$ cat src/rtl/char_action_pkg.sv
// Shared state encodings, widths and default phase lengths for the character action FSM.
package char_action_pkg;

  localparam int unsigned STATE_W = 4;

  typedef enum logic [STATE_W-1:0] {
    ST_IDLE       = 4'd0,
    ST_LEFT       = 4'd1,
    ST_RIGHT      = 4'd2,
    ST_ATK_START  = 4'd3,
    ST_ATK_ACTIVE = 4'd4,
    ST_ATK_REC    = 4'd5,
    ST_DIR_START  = 4'd6,
    ST_DIR_ACTIVE = 4'd7,
    ST_DIR_REC    = 4'd8,
    ST_HITSTUN    = 4'd9,
    ST_BLOCKSTUN  = 4'd10
  } state_t;

  localparam int unsigned DEF_CNT_W        = 5;
  localparam int unsigned DEF_ATK_START_F  = 5;
  localparam int unsigned DEF_ATK_ACTIVE_F = 2;
  localparam int unsigned DEF_ATK_REC_F    = 16;
  localparam int unsigned DEF_DIR_START_F  = 4;
  localparam int unsigned DEF_DIR_ACTIVE_F = 3;
  localparam int unsigned DEF_DIR_REC_F    = 15;
  localparam int unsigned DEF_BUF_F        = 3;

endpackage

$ cat src/rtl/char_action_fsm_if.sv
// Key/stun inputs and state outputs of one character action FSM.
interface char_action_fsm_if #(
  parameter int unsigned CNT_W = 5
);
  import char_action_pkg::*;

  logic               ENABLE;
  logic               FRAME_TICK;
  logic               CHAR_NO;
  logic               KEY_LEFT;
  logic               KEY_RIGHT;
  logic               KEY_ATTACK;
  logic               STUN_REQ;
  logic [CNT_W-1:0]   STUN_FRAMES;
  logic               STUN_BLOCK;
  logic [STATE_W-1:0] STATE;
  logic [CNT_W-1:0]   FrameCounter;
  logic               BLOCK_FLAG;
  logic               HIT_ACTIVE;
  logic               BUF_PENDING;

  modport master (
    output ENABLE, FRAME_TICK, CHAR_NO, KEY_LEFT, KEY_RIGHT, KEY_ATTACK,
    output STUN_REQ, STUN_FRAMES, STUN_BLOCK,
    input  STATE, FrameCounter, BLOCK_FLAG, HIT_ACTIVE, BUF_PENDING
  );

  modport slave (
    input  ENABLE, FRAME_TICK, CHAR_NO, KEY_LEFT, KEY_RIGHT, KEY_ATTACK,
    input  STUN_REQ, STUN_FRAMES, STUN_BLOCK,
    output STATE, FrameCounter, BLOCK_FLAG, HIT_ACTIVE, BUF_PENDING
  );

endinterface

$ cat src/rtl/char_stun_latch.sv
// Holds a pending stun request until the next enabled frame tick applies it.
module char_stun_latch #(
  parameter int unsigned CNT_W = 5
) (
  input  logic             clk,
  input  logic             rst_n,
  input  logic             enable,
  input  logic             tick,
  input  logic             stun_req,
  input  logic [CNT_W-1:0] stun_frames,
  input  logic             stun_block,
  output logic             pend_c,
  output logic [CNT_W-1:0] frames_c,
  output logic             block_c
);

  logic             pend_q;
  logic [CNT_W-1:0] frames_q;
  logic             block_q;
  logic             req_ok_c;

  // Zero-length requests are dropped; a live request also bypasses the latch so a same-cycle tick sees it.
  assign req_ok_c = stun_req && (stun_frames != '0);
  assign pend_c   = pend_q | req_ok_c;
  assign frames_c = req_ok_c ? stun_frames : frames_q;
  assign block_c  = req_ok_c ? stun_block  : block_q;

  // Capture/overwrite on request; any enabled tick consumes the latch, ENABLE low flushes it.
  always_ff @(posedge clk or negedge rst_n) begin
    if (!rst_n) begin
      pend_q   <= 1'b0;
      frames_q <= '0;
      block_q  <= 1'b0;
    end else if (!enable || tick) begin
      pend_q   <= 1'b0;
    end else if (req_ok_c) begin
      pend_q   <= 1'b1;
      frames_q <= stun_frames;
      block_q  <= stun_block;
    end
  end

endmodule

$ cat src/rtl/char_action_fsm.sv
// Per-character movement / attack / stun state machine, timed in game frames.
module char_action_fsm
  import char_action_pkg::*;
#(
  parameter int unsigned CNT_W        = DEF_CNT_W,
  parameter int unsigned ATK_START_F  = DEF_ATK_START_F,
  parameter int unsigned ATK_ACTIVE_F = DEF_ATK_ACTIVE_F,
  parameter int unsigned ATK_REC_F    = DEF_ATK_REC_F,
  parameter int unsigned DIR_START_F  = DEF_DIR_START_F,
  parameter int unsigned DIR_ACTIVE_F = DEF_DIR_ACTIVE_F,
  parameter int unsigned DIR_REC_F    = DEF_DIR_REC_F,
  parameter int unsigned BUF_F        = DEF_BUF_F
) (
  input logic CLOCK,
  input logic RESET_N,
  char_action_fsm_if.slave bus
);

  localparam int unsigned CNT_MAX = (32'(1) << CNT_W) - 1;

  // Every phase must fit the counter and last at least one frame.
  if (ATK_START_F < 1 || ATK_START_F > CNT_MAX || ATK_ACTIVE_F < 1 || ATK_ACTIVE_F > CNT_MAX ||
      ATK_REC_F   < 1 || ATK_REC_F   > CNT_MAX || DIR_START_F  < 1 || DIR_START_F  > CNT_MAX ||
      DIR_ACTIVE_F < 1 || DIR_ACTIVE_F > CNT_MAX || DIR_REC_F  < 1 || DIR_REC_F    > CNT_MAX) begin : g_param_err
    $error("char_action_fsm: phase length outside 1..2^CNT_W-1");
  end

  state_t           state_q;
  state_t           next_c;
  logic [CNT_W-1:0] cnt_q;
  logic             buf_q;
  logic             rec_c;
  logic             buf_set_c;
  logic             buf_hit_c;
  logic             stun_pend_c;
  logic [CNT_W-1:0] stun_frames_c;
  logic             stun_block_c;
  logic             any_dir_c;

  char_stun_latch #(.CNT_W(CNT_W)) u_stun (
    .clk         (CLOCK),
    .rst_n       (RESET_N),
    .enable      (bus.ENABLE),
    .tick        (bus.FRAME_TICK),
    .stun_req    (bus.STUN_REQ),
    .stun_frames (bus.STUN_FRAMES),
    .stun_block  (bus.STUN_BLOCK),
    .pend_c      (stun_pend_c),
    .frames_c    (stun_frames_c),
    .block_c     (stun_block_c)
  );

  // Frame count loaded on entry to a state; untimed states park the counter at zero.
  function automatic logic [CNT_W-1:0] phase_len(input state_t s);
    case (s)
      ST_ATK_START:  phase_len = CNT_W'(ATK_START_F);
      ST_ATK_ACTIVE: phase_len = CNT_W'(ATK_ACTIVE_F);
      ST_ATK_REC:    phase_len = CNT_W'(ATK_REC_F);
      ST_DIR_START:  phase_len = CNT_W'(DIR_START_F);
      ST_DIR_ACTIVE: phase_len = CNT_W'(DIR_ACTIVE_F);
      ST_DIR_REC:    phase_len = CNT_W'(DIR_REC_F);
      default:       phase_len = '0;
    endcase
  endfunction

  assign any_dir_c = bus.KEY_LEFT | bus.KEY_RIGHT;
  assign rec_c     = (state_q == ST_ATK_REC) || (state_q == ST_DIR_REC);
  assign buf_set_c = rec_c && bus.KEY_ATTACK && (32'(cnt_q) <= BUF_F);
  assign buf_hit_c = buf_q | buf_set_c;

  // Key decode for untimed states and exit target for timed states.
  always_comb begin
    next_c = ST_IDLE;
    case (state_q)
      ST_IDLE: begin
        if (bus.KEY_ATTACK)     next_c = any_dir_c ? ST_DIR_START : ST_ATK_START;
        else if (bus.KEY_LEFT)  next_c = ST_LEFT;
        else if (bus.KEY_RIGHT) next_c = ST_RIGHT;
      end
      ST_LEFT, ST_RIGHT: begin
        if (bus.KEY_ATTACK)     next_c = ST_DIR_START;
        else if (bus.KEY_RIGHT) next_c = ST_RIGHT;
        else if (bus.KEY_LEFT)  next_c = ST_LEFT;
      end
      ST_ATK_START:  next_c = ST_ATK_ACTIVE;
      ST_ATK_ACTIVE: next_c = ST_ATK_REC;
      ST_DIR_START:  next_c = ST_DIR_ACTIVE;
      ST_DIR_ACTIVE: next_c = ST_DIR_REC;
      ST_ATK_REC, ST_DIR_REC: begin
        if (buf_hit_c) next_c = any_dir_c ? ST_DIR_START : ST_ATK_START;
      end
      default: next_c = ST_IDLE;
    endcase
  end

  // State, frame counter and attack buffer; only enabled frame ticks advance them.
  always_ff @(posedge CLOCK or negedge RESET_N) begin
    if (!RESET_N) begin
      state_q <= ST_IDLE;
      cnt_q   <= '0;
      buf_q   <= 1'b0;
    end else if (!bus.ENABLE) begin
      state_q <= ST_IDLE;
      cnt_q   <= '0;
      buf_q   <= 1'b0;
    end else if (bus.FRAME_TICK) begin
      if (stun_pend_c) begin
        state_q <= stun_block_c ? ST_BLOCKSTUN : ST_HITSTUN;
        cnt_q   <= stun_frames_c;
        buf_q   <= 1'b0;
      end else begin
        case (state_q)
          ST_IDLE, ST_LEFT, ST_RIGHT: begin
            state_q <= next_c;
            cnt_q   <= phase_len(next_c);
          end
          ST_ATK_START, ST_ATK_ACTIVE, ST_ATK_REC, ST_DIR_START,
          ST_DIR_ACTIVE, ST_DIR_REC, ST_HITSTUN, ST_BLOCKSTUN: begin
            if (cnt_q > CNT_W'(1)) begin
              cnt_q <= cnt_q - CNT_W'(1);
              if (buf_set_c) buf_q <= 1'b1;
            end else begin
              state_q <= next_c;
              cnt_q   <= phase_len(next_c);
              buf_q   <= 1'b0;
            end
          end
          default: begin
            state_q <= ST_IDLE;
            cnt_q   <= '0;
            buf_q   <= 1'b0;
          end
        endcase
      end
    end
  end

  assign bus.STATE        = state_q;
  assign bus.FrameCounter = cnt_q;
  assign bus.BUF_PENDING  = buf_q;
  assign bus.BLOCK_FLAG   = (!bus.CHAR_NO && (state_q == ST_LEFT)) || (bus.CHAR_NO && (state_q == ST_RIGHT));
  assign bus.HIT_ACTIVE   = (state_q == ST_ATK_ACTIVE) || (state_q == ST_DIR_ACTIVE);

endmodule
$ cat src/flat_wrapper.sv
// flat-port wrapper written by rule: the top's interface ports become plain ports
module char_action_fsm_flat import char_action_pkg::*;
#(
  parameter int unsigned CNT_W        = DEF_CNT_W,
  parameter int unsigned ATK_START_F  = DEF_ATK_START_F,
  parameter int unsigned ATK_ACTIVE_F = DEF_ATK_ACTIVE_F,
  parameter int unsigned ATK_REC_F    = DEF_ATK_REC_F,
  parameter int unsigned DIR_START_F  = DEF_DIR_START_F,
  parameter int unsigned DIR_ACTIVE_F = DEF_DIR_ACTIVE_F,
  parameter int unsigned DIR_REC_F    = DEF_DIR_REC_F,
  parameter int unsigned BUF_F        = DEF_BUF_F
)
  (CLOCK, RESET_N, bus_ENABLE, bus_FRAME_TICK, bus_CHAR_NO, bus_KEY_LEFT, bus_KEY_RIGHT, bus_KEY_ATTACK, bus_STUN_REQ, bus_STUN_FRAMES, bus_STUN_BLOCK, bus_STATE, bus_FrameCounter, bus_BLOCK_FLAG, bus_HIT_ACTIVE, bus_BUF_PENDING);
  char_action_fsm_if #(.CNT_W(CNT_W)) bus_i ();
  input logic CLOCK;
  input logic RESET_N;
  input wire logic [$bits(bus_i.ENABLE)-1:0] bus_ENABLE;
  input wire logic [$bits(bus_i.FRAME_TICK)-1:0] bus_FRAME_TICK;
  input wire logic [$bits(bus_i.CHAR_NO)-1:0] bus_CHAR_NO;
  input wire logic [$bits(bus_i.KEY_LEFT)-1:0] bus_KEY_LEFT;
  input wire logic [$bits(bus_i.KEY_RIGHT)-1:0] bus_KEY_RIGHT;
  input wire logic [$bits(bus_i.KEY_ATTACK)-1:0] bus_KEY_ATTACK;
  input wire logic [$bits(bus_i.STUN_REQ)-1:0] bus_STUN_REQ;
  input wire logic [$bits(bus_i.STUN_FRAMES)-1:0] bus_STUN_FRAMES;
  input wire logic [$bits(bus_i.STUN_BLOCK)-1:0] bus_STUN_BLOCK;
  output wire logic [$bits(bus_i.STATE)-1:0] bus_STATE;
  output wire logic [$bits(bus_i.FrameCounter)-1:0] bus_FrameCounter;
  output wire logic [$bits(bus_i.BLOCK_FLAG)-1:0] bus_BLOCK_FLAG;
  output wire logic [$bits(bus_i.HIT_ACTIVE)-1:0] bus_HIT_ACTIVE;
  output wire logic [$bits(bus_i.BUF_PENDING)-1:0] bus_BUF_PENDING;
  assign bus_i.ENABLE = bus_ENABLE;
  assign bus_i.FRAME_TICK = bus_FRAME_TICK;
  assign bus_i.CHAR_NO = bus_CHAR_NO;
  assign bus_i.KEY_LEFT = bus_KEY_LEFT;
  assign bus_i.KEY_RIGHT = bus_KEY_RIGHT;
  assign bus_i.KEY_ATTACK = bus_KEY_ATTACK;
  assign bus_i.STUN_REQ = bus_STUN_REQ;
  assign bus_i.STUN_FRAMES = bus_STUN_FRAMES;
  assign bus_i.STUN_BLOCK = bus_STUN_BLOCK;
  assign bus_STATE = bus_i.STATE;
  assign bus_FrameCounter = bus_i.FrameCounter;
  assign bus_BLOCK_FLAG = bus_i.BLOCK_FLAG;
  assign bus_HIT_ACTIVE = bus_i.HIT_ACTIVE;
  assign bus_BUF_PENDING = bus_i.BUF_PENDING;
  char_action_fsm #(.CNT_W(CNT_W), .ATK_START_F(ATK_START_F), .ATK_ACTIVE_F(ATK_ACTIVE_F), .ATK_REC_F(ATK_REC_F), .DIR_START_F(DIR_START_F), .DIR_ACTIVE_F(DIR_ACTIVE_F), .DIR_REC_F(DIR_REC_F), .BUF_F(BUF_F)) u_core (.CLOCK(CLOCK), .RESET_N(RESET_N), .bus(bus_i));
endmodule
$ cat config.mk
export PLATFORM = sky130hd
export DESIGN_NAME = char_action_fsm_flat
export DESIGN_NICKNAME = d
export VERILOG_FILES = /design/src/rtl/char_action_pkg.sv /design/src/rtl/char_action_fsm_if.sv /design/src/rtl/char_stun_latch.sv /design/src/rtl/char_action_fsm.sv /design/src/flat_wrapper.sv
export SDC_FILE = /design/constraint.sdc
export NUM_CORES = 1
export LEC_CHECK = 0
export CAP_MARGIN = 20
export CORE_MARGIN = 2
export CORE_UTILIZATION = 49
export CTS_BUF_LIST = sky130_fd_sc_hd__clkbuf_2
export DETAILED_ROUTE_END_ITERATION = 7
export GPL_ROUTABILITY_DRIVEN = 0
export PLACE_DENSITY_LB_ADDON = 0.1
export SYNTH_ARGS = -nofsm -noshare
export SYNTH_HDL_FRONTEND = slang
export SYNTH_SLANG_ARGS = --single-unit
$ cat constraint.sdc
create_clock -name CLOCK -period 1.9 [get_ports CLOCK]
set_clock_uncertainty 0.15 [all_clocks]
set_input_delay 0.38 -clock CLOCK [delete_from_list [all_inputs] [get_ports CLOCK]]
set_output_delay 0.38 -clock CLOCK [all_outputs]
set_load 0.005 [all_outputs]
==> flow_metrics.env, run 1 <==
export IMPL_synth_edf_count=0
export IMPL_die_y_microns=58.5
export IMPL_error_line="[ERROR DPL-0038] Utilization greater than 100%, impossible to legalize"
export IMPL_worstEndpointType="register input"
export IMPL_crit_endpoint="u_core.bus.FrameCounter[2]$_DFFE_PN0N_/D"
export IMPL_portBuffers=26
export IMPL_async_flop_share=1.00
export IMPL_ctsLongestPathBuffers=2
export IMPL_ys_types=58
export IMPL_cts_sinks=17
export IMPL_syn_area_sq_mm=0.00146
export IMPL_yosysWarnings=0
export IMPL_run_status="aborted with a tool error"
export IMPL_std_cell_rows=19
export IMPL_synth_ff_type="dfrtp_1"
export IMPL_synth_net_count=193
export IMPL_cts_root_buffer="clkbuf_2"
export IMPL_numCtsBuffers=3
export IMPL_num_io_pins=27
export IMPL_seq_area_frac_synth=0.292
export IMPL_avgSynthCellArea_sq_um=8.32
export IMPL_haltStage="global routing"
export IMPL_initial_core_util=0.524
export IMPL_ys_ff_latch=17
export IMPL_postCtsHoldBufs=0
export IMPL_syn_inst=175
export IMPL_cts_htree_levels=1
export IMPL_die_x_microns=58.5
export IMPL_grt_max_degree=18
export IMPL_place_hpwl_microns=3980
## cell usage after synthesis, drive strengths merged (5+ instances only)
cell	number	area, sq um
o21ai	10	50.1
nand2	14	52.6
nand3	7	35.0
a31oi	7	43.8
buf	5	30.0
clkbuf	8	30.0
nor3	6	35.0
a21oi	5	25.0
mux2	6	67.6
nor2	13	51.3
inv	5	18.8
dfrtp	17	425
## metrics by stage
step | setup WS (ns) | cell area [sq um] | util | cells
floorplan | -0.117 | 1500 | - | 175
global placement | -0.628 | 2190 | 0.787 | 279
detailed placement | -0.713 | 2190 | 0.787 | 279
CTS | -0.204 | 2600 | 0.935 | 303
## cell families after synthesis
group                    share of synthesized area
buffers and inverters                       0.0541
AO/OA/AOI/OAI                                0.331
multiplexers                                0.0533
AND/OR/NAND/NOR                              0.238
XOR/XNOR                                   0.00601
adder cells (fa/ha/maj)                     0.0258
flip-flops                                   0.292
## timing repair
| item | in CTS |
|---|---|
| setup buffers | 21 |
| pin swaps | 22 |
| gates resized for setup | 68 |
| setup endpoints to repair | 27 |
==> run 2, diff against run 1 <==
--- a/config.mk
+++ b/config.mk
@@ -7,11 +7,10 @@
 export LEC_CHECK = 0
 export CAP_MARGIN = 20
 export CORE_MARGIN = 2
-export CORE_UTILIZATION = 49
-export CTS_BUF_LIST = sky130_fd_sc_hd__clkbuf_2
+export CORE_UTILIZATION = 40
 export DETAILED_ROUTE_END_ITERATION = 7
 export GPL_ROUTABILITY_DRIVEN = 0
-export PLACE_DENSITY_LB_ADDON = 0.1
+export PLACE_DENSITY_LB_ADDON = 0.15
 export SYNTH_ARGS = -nofsm -noshare
 export SYNTH_HDL_FRONTEND = slang
 export SYNTH_SLANG_ARGS = --single-unit
==> constraint.sdc (replaced) <==
create_clock -name CLOCK -period 2.47 [get_ports CLOCK]
set_clock_uncertainty 0.15 [all_clocks]
set_input_delay 0.494 -clock CLOCK [delete_from_list [all_inputs] [get_ports CLOCK]]
set_output_delay 0.494 -clock CLOCK [all_outputs]
set_load 0.005 [all_outputs]
==> flow_metrics.env, run 2 <==
export IMPL_synth_edf_count=0
export IMPL_fp_dieArea_sq_mm=0.00414
export IMPL_final_nets=237
export IMPL_startpoint_type="primary input"
export IMPL_std_cell_rows=21
export IMPL_syn_area_sq_mm=0.00146
export IMPL_final_area_sq_mm=0.00196
export IMPL_seq_area_frac_synth=0.292
export IMPL_fp_coreArea_sq_mm=0.00342
export IMPL_fin_util=0.574
export IMPL_wl_per_cell_microns=16.3
export IMPL_portBuffers=26
export IMPL_arrival_ns=2.48
export IMPL_final_cells=264
export IMPL_highest_layer="met4"
export IMPL_end_kind="flip-flop"
export IMPL_antenna_found_initial=0
export IMPL_fin_crit_sh=0.975
export IMPL_first_iter_violations=187
export IMPL_insertion_delay_ns=0.31
export IMPL_grt_pass1_wl_microns=7040
export IMPL_synth_commonest_cells="17 x dfrtp_1, 14 x nand2_1, 12 x nor2_1"
export IMPL_syn_inst=175
export IMPL_dr_wl_met3_microns=234
export IMPL_ctsLongestPathBuffers=2
export IMPL_hp_class="primary input to async pin"
export IMPL_tns_ns=0
export IMPL_fin_total_pwr_uw=857
export IMPL_hold_ws_ns=0.356
export IMPL_run_status="completed"
export IMPL_drc=0
export IMPL_critPathRequiredTime_ns=2.54
export IMPL_overflow=0
export IMPL_min_period_ns=2.41
export IMPL_wl_met2_microns=2000
export IMPL_area_delta_synth_final_pct=34.7
export IMPL_power_internal_uw=548
export IMPL_final_cell_mix="26 x buf_4, 25 x clkdlybuf4s50_1, 16 x dfrtp_1"
export IMPL_yosysWarnings=0
export IMPL_async_flop_share=1.00
export IMPL_avgSynthCellArea_sq_um=8.32
export IMPL_postCtsHoldBufs=0
export IMPL_slew_violations=0
export IMPL_cts_sinks=17
export IMPL_ant_nets=0
export IMPL_cts_htree_levels=1
export IMPL_ys_ff_latch=17
export IMPL_power_density_mw_per_mm2=437
export IMPL_p_comb_frac=0.411
export IMPL_yosys_top_cells_area="dfrtp_1 29%, mux2_2 4.6%, nand2_1 3.6%"
export IMPL_first_pass_iters=4
export IMPL_grtUsageTotal=0.215
export IMPL_pwr_share_clk=0.184
export IMPL_worstPathMaxFanout=8
export IMPL_switchingPower_uw=309
export IMPL_vias=1600
export IMPL_wl_met1_microns=2030
export IMPL_slew_headroom=0.522
export IMPL_synth_top_cell_by_area="dfrtp_1"
export IMPL_routed_wl_microns=4290
export IMPL_vdd_ir_drop_max_mv=0.279
export IMPL_seqPwrFrac=0.405
export IMPL_pre_cts_ws_ns=-0.267
export IMPL_dp_cells=260
export IMPL_setup_ws_ns=0.0618
export IMPL_cap_violations=0
export IMPL_leakagePower_nw=0.787
export IMPL_synth_top_area_share=0.292
export IMPL_fmax_ghz=0.415
export IMPL_swShare=0.360
export IMPL_grt_pass1_vias=1431
export IMPL_dpl_instance_area_sq_mm=0.00191
export IMPL_rr_startpoint="u_core.bus.STATE[1]"
export IMPL_worstSetupPathType="primary input to flip-flop"
export IMPL_nFillCells=332
export IMPL_synth_net_count=193
export IMPL_ys_types=58
export IMPL_vias_per_cell=6.06
export IMPL_place_hpwl_microns=3210
export IMPL_numCtsBuffers=3
export IMPL_grt_max_degree=18
export IMPL_drive_gt1_frac=0.206
export IMPL_crit_start="bus_STUN_FRAMES[1]"
export IMPL_rsz0062_at_grt="no"
export IMPL_final_setup_viol_count=0
export IMPL_initial_core_util=0.426
export IMPL_path_clk_slew_ns=0.11
export IMPL_yosysMostFrequentCell="dfrtp_1"
export IMPL_synth_ff_type="dfrtp_1"
export IMPL_cts_root_buffer="clkbuf_4"
export IMPL_layout_commonest_cell="buf_4"
export IMPL_final_hold_viol_count=0
export IMPL_die_x_microns=64.3
export IMPL_diodes=0
export IMPL_cts_tree="done"
export IMPL_tightest_slew_ns=0.714
export IMPL_num_io_pins=27
export IMPL_die_y_microns=64.3
[run 2: cell counts after synthesis]
No cell type changed its count.
[run 2: area by class of cell]
type / instances / area (sq um) / share of cell area
Sequential cell: 17 / 427 / 0.217
Timing Repair Buffer: 52 / 458 / 0.233
Tap cell: 46 / 57.6 / 0.0293
Inverter: 5 / 18.8 / 0.00957
Clock buffer: 4 / 26.3 / 0.0134
Multi-Input combinational cell: 140 / 975 / 0.497
[run 2: cell families after synthesis]
logic type / share of synthesized area
compound gates: 0.331
simple gates: 0.238
buf+inv: 0.0541
flops: 0.292
mux: 0.0533
fa+ha+maj: 0.0258
xor+xnor: 0.00601
[run 2: power groups by stage]
stage	sequential [mW]	clock (mW)	combinational, mW
2_1_floorplan	0.335	0	0.208
3_3_place_gp	0.348	0	0.337
3_5_place_dp	0.351	0	0.342
4_1_cts	0.345	0.162	0.343
5_1_grt	0.352	0.179	0.385
6_report	0.347	0.158	0.352
[run 2: metal layers]
layer / vias to the layer above / global-route usage
met4: 0 / 0.0426
li1: 779 / -
met1: 764 / 0.314
met3: 4 / 0.0352
met2: 53 / 0.335
met5: - / 0
[run 2: what timing repair did]
action	CTS	global route
gates resized for setup	1	6
buffers inserted	0	0
pin swaps	0	0
endpoints found under the setup margin	2	4
[run 2: worst max-delay path, stage by stage]
cell	delay, ns
clkdlybuf4s50_1	0.42
or4_4	0.55
o22a_2	0.29
buf_4	0.17
or3_1	0.37
a31oi_1	0.18
[run 2: worst paths after layout]
| path | endpoint | slack [ns] | depth (start not counted) |
|---|---|---|---|
| worst max-delay path | u_core.bus.STATE[1] | 0.06 | 6 |
| worst min-delay path | u_core.bus.BUF_PENDING | 0.36 | 2 |
| worst max register to register | u_core.bus.STATE[1] | 0.20 | 5 |
| worst min register to register | u_core.u_stun.block_q | 0.36 | 1 |
| max in group asynchronous | u_core.bus.STATE[1] | 1.58 | 2 |
| min in group CLOCK | u_core.u_stun.block_q | 0.36 | 1 |
(Power assumes the default switching activity.)
==> run 3, diff against run 2 <==
--- a/config.mk
+++ b/config.mk
@@ -5,10 +5,10 @@
 export SDC_FILE = /design/constraint.sdc
 export NUM_CORES = 1
 export LEC_CHECK = 0
-export CAP_MARGIN = 20
-export CORE_MARGIN = 2
-export CORE_UTILIZATION = 40
+export CAP_MARGIN = 30
+export CORE_AREA = 2 2 63 65
 export DETAILED_ROUTE_END_ITERATION = 7
+export DIE_AREA = 0 0 65 67
 export GPL_ROUTABILITY_DRIVEN = 0
 export PLACE_DENSITY_LB_ADDON = 0.15
 export SYNTH_ARGS = -nofsm -noshare
==> flow_metrics.env, run 3 (same netlist as run 2, synthesis figures left out) <==
export IMPL_end_kind="flip-flop"
export IMPL_fin_crit_sh=0.990
export IMPL_startpoint_type="primary input"
export IMPL_wl_per_cell_microns=16.6
export IMPL_arrival_ns=2.49
export IMPL_crit_end="u_core.bus.FrameCounter[2]"
export IMPL_swShare=0.345
export IMPL_dp_cells=265
export IMPL_rrSetupSlack_ns=0.22
export IMPL_cts_root_buffer="clkbuf_8"
export IMPL_vdd_ir_drop_max_mv=0.271
export IMPL_final_cell_mix="29 x buf_4, 25 x clkdlybuf4s50_1, 16 x dfrtp_1"
export IMPL_drc=0
export IMPL_slew_headroom=0.550
export IMPL_ant_nets=0
export IMPL_fp_coreArea_sq_mm=0.00361
export IMPL_vias_per_cell=6.05
export IMPL_final_cells=269
export IMPL_final_setup_viol_count=0
export IMPL_power_density_mw_per_mm2=461
export IMPL_register_area_sq_um=427
export IMPL_grt_pass1_wl_microns=7380
export IMPL_ctsLongestPathBuffers=2
export IMPL_run_status="completed"
export IMPL_cts_htree_levels=1
export IMPL_power_internal_uw=608
export IMPL_fmax_ghz=0.409
export IMPL_diodes=0
export IMPL_rr_startpoint="u_core.bus.FrameCounter[2]"
export IMPL_layout_commonest_cell="buf_4"
export IMPL_insertion_delay_ns=0.26
export IMPL_routed_wl_microns=4450
export IMPL_switchingPower_uw=320
export IMPL_grtUsageTotal=0.218
export IMPL_crit_start="bus_STUN_FRAMES[1]"
export IMPL_seqPwrFrac=0.373
export IMPL_cap_violations=0
export IMPL_critPathRequiredTime_ns=2.51
export IMPL_reg2regPathDepth=5
export IMPL_worstPathMaxFanout=9
export IMPL_std_cell_rows=22
export IMPL_place_hpwl_microns=3310
export IMPL_setup_ws_ns=0.0257
export IMPL_min_period_ns=2.44
export IMPL_num_io_pins=27
export IMPL_cts_tree="done"
export IMPL_final_nets=240
export IMPL_path_clk_slew_ns=0.07
export IMPL_fp_dieArea_sq_mm=0.00436
export IMPL_area_delta_synth_final_pct=38.3
export IMPL_grt_pass1_vias=1645
export IMPL_drive_gt1_frac=0.217
export IMPL_pwr_share_clk=0.235
export IMPL_first_pass_iters=4
export IMPL_portBuffers=26
export IMPL_final_hold_viol_count=0
export IMPL_worstSetupPathType="primary input to flip-flop"
export IMPL_grt_max_degree=18
export IMPL_numCtsBuffers=3
export IMPL_cts_sinks=17
export IMPL_tns_ns=0
export IMPL_vias=1628
export IMPL_p_comb_frac=0.392
export IMPL_final_area_sq_mm=0.00201
export IMPL_die_x_microns=65
export IMPL_first_iter_violations=147
export IMPL_slew_violations=0
export IMPL_die_y_microns=67
export IMPL_multi_input_area_sq_um=983
export IMPL_hp_class="flip-flop to flip-flop"
export IMPL_tightest_slew_ns=0.672
export IMPL_pre_cts_ws_ns=-0.276
export IMPL_postCtsSetupBuffers=0
export IMPL_overflow=0
export IMPL_nFillCells=345
export IMPL_r2r_end="u_core.bus.FrameCounter[2]"
export IMPL_antenna_found_initial=0
export IMPL_leakagePower_nw=0.808
export IMPL_initial_core_util=0.404
export IMPL_dpl_instance_area_sq_mm=0.00193
==> run 3: area by class of cell <==
cell class / count / share of cell area
Multi-Input combinational cell: 140 / 0.488
Inverter: 5 / 0.00932
Timing Repair Buffer: 55 / 0.239
Clock buffer: 4 / 0.0224
Sequential cell: 17 / 0.212
Tap cell: 48 / 0.0298
==> run 3: per-layer routing <==
layer  share of wire  routed length (microns)  global-route usage  vias up
li1                -                        -                   -      781
met1            0.44                     1940               0.270      769
met2            0.48                     2150               0.376       67
met3           0.063                      282              0.0287       11
met4           0.018                       79              0.0957        0
met5               0                        0                   0        -
==> run 3: worst min path at each step <==
| stage | from | endpoint | slack, ns | depth (start not counted) |
|---|---|---|---|---|
| after floorplan | RESET_N | u_core.bus.BUF_PENDING | 0.05 | 0 |
| after global placement | u_core.u_stun.block_q | u_core.u_stun.block_q | 0.33 | 1 |
| after detailed placement | u_core.u_stun.block_q | u_core.u_stun.block_q | 0.34 | 1 |
| after CTS | u_core.u_stun.block_q | u_core.u_stun.block_q | 0.35 | 1 |
| after global routing | u_core.u_stun.block_q | u_core.u_stun.block_q | 0.36 | 1 |
| final | u_core.u_stun.block_q | u_core.u_stun.block_q | 0.35 | 1 |
==> run 3: timing repair <==
item	CTS	global route
gates resized for setup	2	7
endpoints found under the setup margin	3	6
hold buffers	0	0
==> run 3: critical path, cell delays in order <==
cell and delay (ns):
clkdlybuf4s50_1 0.42, or4_4 0.56, o22a_4 0.28, a2111oi_4 0.30, nor4bb_2 0.28, a221o_1 0.16
==> run 3: through the flow <==
step                hold WS, ns  power [mW]   util
finish                    0.346       0.929  0.559
global route              0.363       0.978  0.559
CTS                       0.352       0.918  0.550
detailed placement        0.337       0.702  0.536
global placement          0.331       0.694  0.536
floorplan                0.0484       0.543      -
==> run 3: power by group through the flow <==
stage | clock network [mW] | logic (mW) | registers (mW)
5_1_grt | 0.231 | 0.397 | 0.351
2_1_floorplan | 0 | 0.208 | 0.335
4_1_cts | 0.220 | 0.353 | 0.345
3_5_place_dp | 0 | 0.352 | 0.350
6_report | 0.219 | 0.364 | 0.346
3_3_place_gp | 0 | 0.346 | 0.348
==> run 4, diff against run 3 <==
==> constraint.sdc (replaced) <==
create_clock -name CLOCK -period 2.47 [get_ports CLOCK]
set_clock_uncertainty 0.15 [all_clocks]
set_input_delay 0.247 -clock CLOCK [delete_from_list [all_inputs] [get_ports CLOCK]]
set_output_delay 0.247 -clock CLOCK [all_outputs]
set_load 0.005 [all_outputs]
==> flow_metrics.env, run 4 (same netlist as run 2, synthesis figures left out) <==
export IMPL_fp_coreArea_sq_mm=0.00361
export IMPL_fin_total_pwr_uw=912
export IMPL_pre_cts_ws_ns=-0.0313
export IMPL_std_cell_rows=22
export IMPL_ctsLongestPathBuffers=2
export IMPL_layout_commonest_cell="clkdlybuf4s50_1"
export IMPL_wl_per_cell_microns=16.3
export IMPL_place_hpwl_microns=3340
export IMPL_final_hold_viol_count=0
export IMPL_drive_gt1_frac=0.190
export IMPL_worstPathMaxFanout=9
export IMPL_critical_path_buf_inv_count=1
export IMPL_cts_htree_levels=1
export IMPL_cts_root_buffer="clkbuf_8"
export IMPL_slew_headroom=0.458
export IMPL_grt_pass1_wl_microns=7400
export IMPL_num_io_pins=27
export IMPL_final_setup_viol_count=0
export IMPL_leakagePower_nw=0.769
export IMPL_rsz0062_at_grt="no"
export IMPL_cp_cell_sequence="clkdlybuf4s50_1 -> or4_4 -> o22a_1 -> a2111oi_2 -> nor4bb_1 -> a221o_1"
export IMPL_postCtsHoldBufs=0
export IMPL_grtUsageTotal=0.219
export IMPL_cts_sinks=17
export IMPL_end_kind="flip-flop"
export IMPL_numCtsBuffers=3
export IMPL_slew_violations=0
export IMPL_postCtsSetupBuffers=0
export IMPL_startpoint_type="primary input"
export IMPL_tightest_slew_ns=0.810
export IMPL_path_delay_family="simple AND/OR/NAND/NOR gates"
export IMPL_fmax_ghz=0.437
export IMPL_diodes=0
export IMPL_fin_crit_sh=0.927
export IMPL_first_pass_iters=5
export IMPL_vias_per_cell=6.16
export IMPL_ant_nets=0
export IMPL_area_delta_synth_final_pct=34.1
export IMPL_worstSetupPathType="primary input to flip-flop"
export IMPL_run_status="completed"
export IMPL_antenna_found_initial=0
export IMPL_first_iter_violations=112
export IMPL_cts_resized=0
export IMPL_initial_core_util=0.404
export IMPL_vias=1626
export IMPL_overflow=0
export IMPL_die_x_microns=65
export IMPL_vdd_ir_drop_max_mv=0.231
export IMPL_power_density_mw_per_mm2=467
export IMPL_slowest_delay_ns=0.54
export IMPL_crit_slowest_cell="or4_4"
export IMPL_arrival_ns=2.34
export IMPL_nFillCells=361
export IMPL_fp_dieArea_sq_mm=0.00436
export IMPL_cap_violations=0
export IMPL_setup_ws_ns=0.180
export IMPL_die_y_microns=67
export IMPL_grt_max_degree=18
export IMPL_hp_class="primary input to async pin"
export IMPL_portBuffers=26
export IMPL_insertion_delay_ns=0.26
export IMPL_cts_tree="done"
export IMPL_final_cell_mix="26 x clkdlybuf4s50_1, 24 x buf_4, 17 x dfrtp_1"
export IMPL_final_nets=235
export IMPL_critPathRequiredTime_ns=2.52
export IMPL_routed_wl_microns=4310
export IMPL_grt_pass1_vias=1564
export IMPL_path_clk_slew_ns=0.07
export IMPL_drc=0
export IMPL_min_period_ns=2.29
-- run 4: cell type report --
| type | instances | area [sq um] | share of cell area |
|---|---|---|---|
| timing repair buffer | 50 | 440 | 0.225 |
| tap | 48 | 60.1 | 0.0307 |
| sequential | 17 | 425 | 0.218 |
| multi-input combinational | 140 | 963 | 0.493 |
| clock buffer | 4 | 45.0 | 0.0231 |
| inverter | 5 | 18.8 | 0.00961 |
-- run 4: per-stage QoR --
step,instances,setup TNS [ns],util,hold slack [ns],cell area (sq um)
after floorplan,175,0,-,-0.199,1460
after global placement,260,0,0.526,0.331,1900
after detailed placement,260,-0.0313,0.526,0.337,1900
after CTS,264,0,0.539,0.352,1940
after global routing,264,0,0.542,0.373,1950
final,264,0,0.542,0.307,1950
-- run 4: final timing paths --
kind,cells after the start,slack (ns),from,endpoint
max in group asynchronous,1,1.36,RESET_N,u_core.bus.FrameCounter[1]
max,6,0.18,bus_STUN_FRAMES[1],u_core.bus.FrameCounter[2]
min in group CLOCK,1,0.35,u_core.u_stun.block_q,u_core.u_stun.block_q
min,1,0.31,RESET_N,u_core.u_stun.block_q
max reg2reg,6,0.23,u_core.bus.STATE[1],u_core.bus.FrameCounter[2]
min reg2reg,1,0.35,u_core.u_stun.block_q,u_core.u_stun.block_q
-- run 4: metal layers --
layer,up-vias,wire [microns],track usage
met5,-,0,0
met1,782,1790,0.277
met4,0,79,0.0691
met3,10,294,0.0338
met2,60,2140,0.383
li1,774,-,-
-- run 4: where the power goes --
part,internal [mW],leakage (nW),switching [mW]
Clock,0.115,0.0228,0.102
Combinational,0.174,0.529,0.176
Sequential,0.310,0.218,0.0344
Total,0.599,0.769,0.313
